### src/rtl/bit_chain_pkg.sv
// Shared definitions for the bit-chain sequencer.
//   state_e  : sequencer phases (IDLE, ARM, RUN, FLUSH, DONE)
//   DIV_TAPS : number of free-running divider taps exported on div_o
//   period() : tick period in clk cycles for a given 2-bit divider select
package bit_chain_pkg;

  typedef enum logic [2:0] {
    IDLE  = 3'd0,
    ARM   = 3'd1,
    RUN   = 3'd2,
    FLUSH = 3'd3,
    DONE  = 3'd4
  } state_e;

  localparam int DIV_TAPS = 4;

  // 2^(div_sel+1): 2, 4, 8 or 16 clk cycles per tick. The select is widened
  // before the +1 so that div_sel=3 does not wrap to a shift of zero.
  function automatic logic [4:0] period(input logic [1:0] div_sel);
    return 5'(5'd1 << ({1'b0, div_sel} + 3'd1));
  endfunction

endpackage

### src/rtl/tick_prescaler.sv
// Programmable prescaler producing the chain's clock-enable.
// Ports:
//   clk      : system clock
//   rst      : synchronous active-high reset
//   en       : count enable (sequencer is in RUN or FLUSH)
//   clr      : restart the count at zero (sequencer is in ARM)
//   div_sel  : latched divider select, period = 2^(div_sel+1)
//   shift_en : combinational, high on the clk edge where the chain shifts
//   tick     : registered copy of shift_en, high the cycle after a shift
module tick_prescaler
  import bit_chain_pkg::*;
(
  input  logic       clk,
  input  logic       rst,
  input  logic       en,
  input  logic       clr,
  input  logic [1:0] div_sel,
  output logic       shift_en,
  output logic       tick
);

  logic [3:0] cnt_r;
  logic [3:0] last_s;

  // Terminal count for the selected period and the resulting shift strobe.
  always_comb begin
    last_s   = 4'(period(div_sel) - 5'd1);
    shift_en = en && (cnt_r == last_s);
  end

  // Prescaler count and registered tick; holds while disabled.
  always_ff @(posedge clk) begin
    if (rst) begin
      cnt_r <= 4'd0;
      tick  <= 1'b0;
    end else if (clr) begin
      cnt_r <= 4'd0;
      tick  <= 1'b0;
    end else if (en) begin
      cnt_r <= shift_en ? 4'd0 : cnt_r + 4'd1;
      tick  <= shift_en;
    end else begin
      cnt_r <= cnt_r;
      tick  <= 1'b0;
    end
  end

endmodule

### src/rtl/bit_chain_sequencer.sv
// Bit-shift chain controller paced by a programmable binary divider.
// A start request arms the sequencer; the chain then shifts in a toggling
// source bit once per tick for run_len ticks (or until stop when run_len=0),
// is flushed to zero, and a one-cycle done pulse closes the sequence.
// Ports:
//   clk     : system clock          rst     : synchronous active-high reset
//   start   : one-cycle request     stop    : level, ends RUN at next tick
//   div_sel : tick period select    run_len : RUN ticks, 0 = free-run
//   div_o   : free-running /2../16 divider taps
//   tick    : pulse the cycle after each shift
//   chain   : chain contents, chain[0] newest
//   busy    : sequence in progress  done    : end-of-sequence pulse
module bit_chain_sequencer
  import bit_chain_pkg::*;
#(
  parameter int DEPTH    = 3,
  parameter int SRC_HOLD = 2,
  parameter int CNT_W    = 8
) (
  input  logic                clk,
  input  logic                rst,
  input  logic                start,
  input  logic                stop,
  input  logic [1:0]          div_sel,
  input  logic [CNT_W-1:0]    run_len,
  output logic [DIV_TAPS-1:0] div_o,
  output logic                tick,
  output logic [DEPTH-1:0]    chain,
  output logic                busy,
  output logic                done
);

  localparam logic [3:0]       HOLD_LAST  = 4'(SRC_HOLD - 1);
  localparam logic [4:0]       FLUSH_LAST = 5'(DEPTH - 1);
  localparam logic [CNT_W-1:0] TCOUNT_ONE = {{(CNT_W-1){1'b0}}, 1'b1};

  state_e              state_r;
  logic [1:0]          div_sel_r;
  logic [CNT_W-1:0]    run_len_r;
  logic [CNT_W-1:0]    tcount_r;
  logic [3:0]          hold_r;
  logic [4:0]          fcount_r;
  logic                src_r;
  logic [DEPTH-1:0]    chain_r;
  logic                busy_r;
  logic                done_r;
  logic [DIV_TAPS-1:0] div_r;
  logic                en_s;
  logic                clr_s;
  logic                shift_en_s;
  logic                run_end_s;

  // Prescaler control and the RUN exit condition evaluated at a shift edge.
  always_comb begin
    en_s      = (state_r == RUN) || (state_r == FLUSH);
    clr_s     = (state_r == ARM);
    run_end_s = stop ||
                ((run_len_r != {CNT_W{1'b0}}) && ((tcount_r + TCOUNT_ONE) == run_len_r));
  end

  tick_prescaler u_prescaler (
    .clk      (clk),
    .rst      (rst),
    .en       (en_s),
    .clr      (clr_s),
    .div_sel  (div_sel_r),
    .shift_en (shift_en_s),
    .tick     (tick)
  );

  // Sequencer FSM with source toggle, counters, chain and registered flags.
  always_ff @(posedge clk) begin
    if (rst) begin
      state_r   <= IDLE;
      div_sel_r <= 2'd0;
      run_len_r <= {CNT_W{1'b0}};
      tcount_r  <= {CNT_W{1'b0}};
      hold_r    <= 4'd0;
      fcount_r  <= 5'd0;
      src_r     <= 1'b0;
      chain_r   <= {DEPTH{1'b0}};
      busy_r    <= 1'b0;
      done_r    <= 1'b0;
      div_r     <= {DIV_TAPS{1'b0}};
    end else begin
      div_r  <= div_r + 4'd1;
      done_r <= 1'b0;
      case (state_r)
        IDLE: begin
          if (start) begin
            div_sel_r <= div_sel;
            run_len_r <= run_len;
            busy_r    <= 1'b1;
            state_r   <= ARM;
          end else begin
            state_r   <= IDLE;
          end
        end
        ARM: begin
          chain_r  <= {DEPTH{1'b0}};
          src_r    <= 1'b1;
          hold_r   <= 4'd0;
          tcount_r <= {CNT_W{1'b0}};
          fcount_r <= 5'd0;
          state_r  <= RUN;
        end
        RUN: begin
          if (shift_en_s) begin
            chain_r <= {chain_r[DEPTH-2:0], src_r};
            if (hold_r == HOLD_LAST) begin
              src_r  <= ~src_r;
              hold_r <= 4'd0;
            end else begin
              hold_r <= hold_r + 4'd1;
            end
            if (run_end_s) begin
              fcount_r <= 5'd0;
              state_r  <= FLUSH;
            end else begin
              tcount_r <= tcount_r + TCOUNT_ONE;
            end
          end else begin
            state_r <= RUN;
          end
        end
        FLUSH: begin
          if (shift_en_s) begin
            chain_r <= {chain_r[DEPTH-2:0], 1'b0};
            if (fcount_r == FLUSH_LAST) begin
              done_r  <= 1'b1;
              state_r <= DONE;
            end else begin
              fcount_r <= fcount_r + 5'd1;
            end
          end else begin
            state_r <= FLUSH;
          end
        end
        DONE: begin
          busy_r  <= 1'b0;
          state_r <= IDLE;
        end
        default: begin
          busy_r  <= 1'b0;
          state_r <= IDLE;
        end
      endcase
    end
  end

  assign div_o = div_r;
  assign chain = chain_r;
  assign busy  = busy_r;
  assign done  = done_r;

endmodule

### config.mk
export PLATFORM = sky130hd
export DESIGN_NAME = bit_chain_sequencer
export DESIGN_NICKNAME = d
export VERILOG_FILES = /design/src/rtl/bit_chain_pkg.sv /design/src/rtl/tick_prescaler.sv /design/src/rtl/bit_chain_sequencer.sv
export SDC_FILE = /design/constraint.sdc
export NUM_CORES = 1
export LEC_CHECK = 0
export ABC_AREA = 0
export CORE_UTILIZATION = 40
export CTS_CLUSTER_SIZE = 10
export DETAILED_ROUTE_END_ITERATION = 7
export GPL_TIMING_DRIVEN = 1
export SLEW_MARGIN = 20
export SYNTH_ARGS = -nofsm -noshare
export SYNTH_HDL_FRONTEND = slang
export SYNTH_SLANG_ARGS = --single-unit
### constraint.sdc
create_clock -name clk -period 3.5 [get_ports clk]
set_input_delay 0.35 -clock clk [delete_from_list [all_inputs] [get_ports clk]]
set_output_delay 0.35 -clock clk [all_outputs]
set_load 0.05 [all_outputs]
==> results.yml <==
floorplanning:
  initial_core_util_pct: 42.0
  core_um2: 5570
  die_h_um: 78.5
  dieArea_um2: 6170
  io_pins: 24
  die_w_um: 78.5
  rows: 27
clock_tree:
  cts_sinks: 45
  htree_levels: 2
  numCtsBuffers: 5
  clock_latency_ns: 0.31
  cts_tree: "done"
  clock_path_buffers: 2
  hold_buffers: 0
  cts_root_buf: "clkbuf_8"
  cts_resized: 0
  post_cts_buffers: 0
  clk_pin_slew_ns: 0.09
setup_path:
  cp-end-kind: "register"
  path_class: "register to register"
  cp_max_fo: 9
  required_ns: 3.69
  slowest_stage: "a221oi_4"
  path_cells: "ha_1 -> xor2_1 -> a211o_1 -> a2111oi_4 -> o2111ai_4 -> a221oi_4 -> mux2_4"
  crit_path_max_incr_delay_ns: 0.47
  crit_path_start_kind: "register"
  worstPathArrival_ns: 2.96
logic_synthesis:
  synthCells: 273
  ys_seq_area_share_pct: 38.5
  yosysWarnings: 0
  synth_cell_type_count: 54
  synth-async-reset-ratio_pct: 0
  synth_edf_count: 0
  syn_area_um2: 2340
  synth_top_cell_by_area: "dfxtp_1"
  netlist.area_leader.share_pct: 38.5
  synth_area_leaders: "dfxtp_1 (38%), nand2_1 (6.3%), a21oi_1 (4.1%)"
  syn-num-nets: 294
  synth_ff_type: "dfxtp_1"
  syn_area_per_cell_um2: 8.58
  ys_ff_latch: 45
power_and_ir_drop:
  pwr-share-clk_pct: 33.4
  worst_ir_drop_vdd_mv: 0.217
  powerDensity_nw_per_um2: 393
  p_sw_share_pct: 27.9
  leakagePower_uw: 0.000975
  switchingPower_uw: 300
  seq_power_share_pct: 51.5
  power_uw: 1070
  internal_power_uw: 773
  pwr-share-comb_pct: 15.1
sta:
  fmax_mhz: 361
  setup_slack_ns: 0.733
  finalSetupViolCount: 0
  fin_crit_ns: 2.77
  slew_headroom_pct: 49.0
  final_hold_viol_count: 0
  fin_worst_skew_ns: 0.00954
  finalSetupTns_ns: 0
  slew_viol_final: 0
  tightest_slew_ns: 0.762
  rsz0062_at_grt: "false"
  timing.final.crit_share_pct: 79.0
routing:
  remaining_drc_errors: 0
  final_antenna_net_count: 0
  drt_wl_total_um: 5480
  dr_total_vias: 2091
  wl_per_cell_um: 14.9
  drt_iter0_markers: 150
  via_per_inst: 5.68
  first_pass_iters: 4
final_layout:
  drive_above_1_share_pct: 8.45
  layout_common_cells: "dfxtp_1 (45), nand2_1 (39), clkdlybuf4s50_1 (23)"
  multi_input_area_um2: 1360
  layout_commonest_cell: "dfxtp_1"
  diodes: 0
  fill_cells: 545
  fin_nets: 316
  fin_cells: 368
  regArea_um2: 901
  area_growth_pct: 16.5
place:
  io_buffer_count: 23
  dpl.hpwl_um: 3860
  gp_congestion: 0.807
  post-place-ws_ns: 0.754
  dp_cells: 360
grt:
  grt_max_degree: 21
  grt_pass1_wl_um: 9030
  gr-usage-all-layers_pct: 19.0
  grt_overflow: 0
  antenna_found_initial: 0
  grt_pass1_vias: 1835
run_status:
  status: "completed"
flow_run:
  max-cap-violations: 0
worst_hold_path:
  worstHoldPathType: "register to register"
## per-stage QoR
step,utilization [%],hold slack (ns),instance area [um^2]
6_report,49.0,0.466,2730
5_1_grt,49.0,0.494,2730
4_1_cts,49.0,0.477,2730
3_5_place_dp,47.1,0.455,2630
3_3_place_gp,47.1,0.453,2630
2_1_floorplan,-,0.433,2340
## worst max-delay path: cells and delay by family (launching register included)
family / cells / cell delay [ns]
AO/OA/AOI/OAI: 4 / 1.43
flip-flops: 1 / 0.43
adder cells (fa/ha/maj): 1 / 0.33
multiplexers: 1 / 0.33
XOR/XNOR: 1 / 0.12
## synthesized netlist by cell type (all sizes together) (2+ instances only)
library cell  count
a211o             2
a211oi            6
a21o              2
a21oi            19
a221oi            2
a22o              3
a311oi            2
a31o              2
a31oi             9
a41oi             7
and2              2
and3              2
and4              4
buf               3
clkbuf            7
dfxtp            45
ha                7
inv               9
nand2            39
nand2b            4
nand3             9
nand4             3
nor2             21
nor2b             4
nor3              9
nor4              4
nor4b             2
o211ai            2
o21a              2
o21ai             7
o31ai             2
or2               4
xnor2             5
xor2              8
## power groups by stage
stage	registers (uW)	logic, uW	clock network, uW
CTS	551	163	369
global placement	563	162	0
finish	552	162	358
detailed placement	563	163	0
global route	555	179	390
floorplan	571	101	0
## final timing paths
| kind | cells after the start | slack [ns] | from | to |
|---|---|---|---|---|
| max reg2reg | 7 | 0.73 | tcount_r[0] | fcount_r[1] |
| max | 7 | 0.73 | tcount_r[0] | fcount_r[1] |
| min | 1 | 0.47 | div_o[0] | div_o[0] |
| min reg2reg | 1 | 0.47 | div_o[0] | div_o[0] |
## routing by layer
metal / wire (um) / up-vias / part of all wire (%) / track usage [%]
met5: 0 / - / 0 / 0
met4: 76 / 0 / 1.4 / 6.67
met3: 268 / 5 / 4.9 / 4.19
met2: 2440 / 42 / 44 / 28.3
met1: 2700 / 997 / 49 / 26.6
li1: - / 1047 / - / -
## flip-flops by register name, summed over array words and instances (netlist names)
| name | cells |
|---|---|
| run_len_r | 8 |
| tcount_r | 8 |
| fcount_r | 5 |
| div_o | 4 |
| hold_r | 4 |
| u_prescaler.cnt_r | 4 |
| chain | 3 |
| state_r | 3 |
| div_sel_r | 2 |
| busy | 1 |
| done | 1 |
| src_r | 1 |
| u_prescaler.tick | 1 |
## cell families (layout without fill, tap and decap cells)
logic type / after synthesis / in the layout / share of synthesized area [%]
muxes: 2 / 2 / 1.07
buffers and inverters: 19 / 42 / 3.58
adders and majority gates: 7 / 7 / 3.74
AOI/OAI and AO/OA: 75 / 75 / 24.5
and+or+nand+nor: 112 / 112 / 23.8
xor gates and xnor gates: 13 / 13 / 4.86
DFF: 45 / 45 / 38.5
## area by class of cell
cell class / count / area share, %
clock buffer: 7 / 3.53
clock inverter: 1 / 0.183
timing repair buffer: 25 / 8.99
tap: 72 / 3.30
sequential: 45 / 33.0
multi-input combinational: 209 / 49.7
inverter: 9 / 1.24
Note: power is estimated with default switching activity, not from simulation.
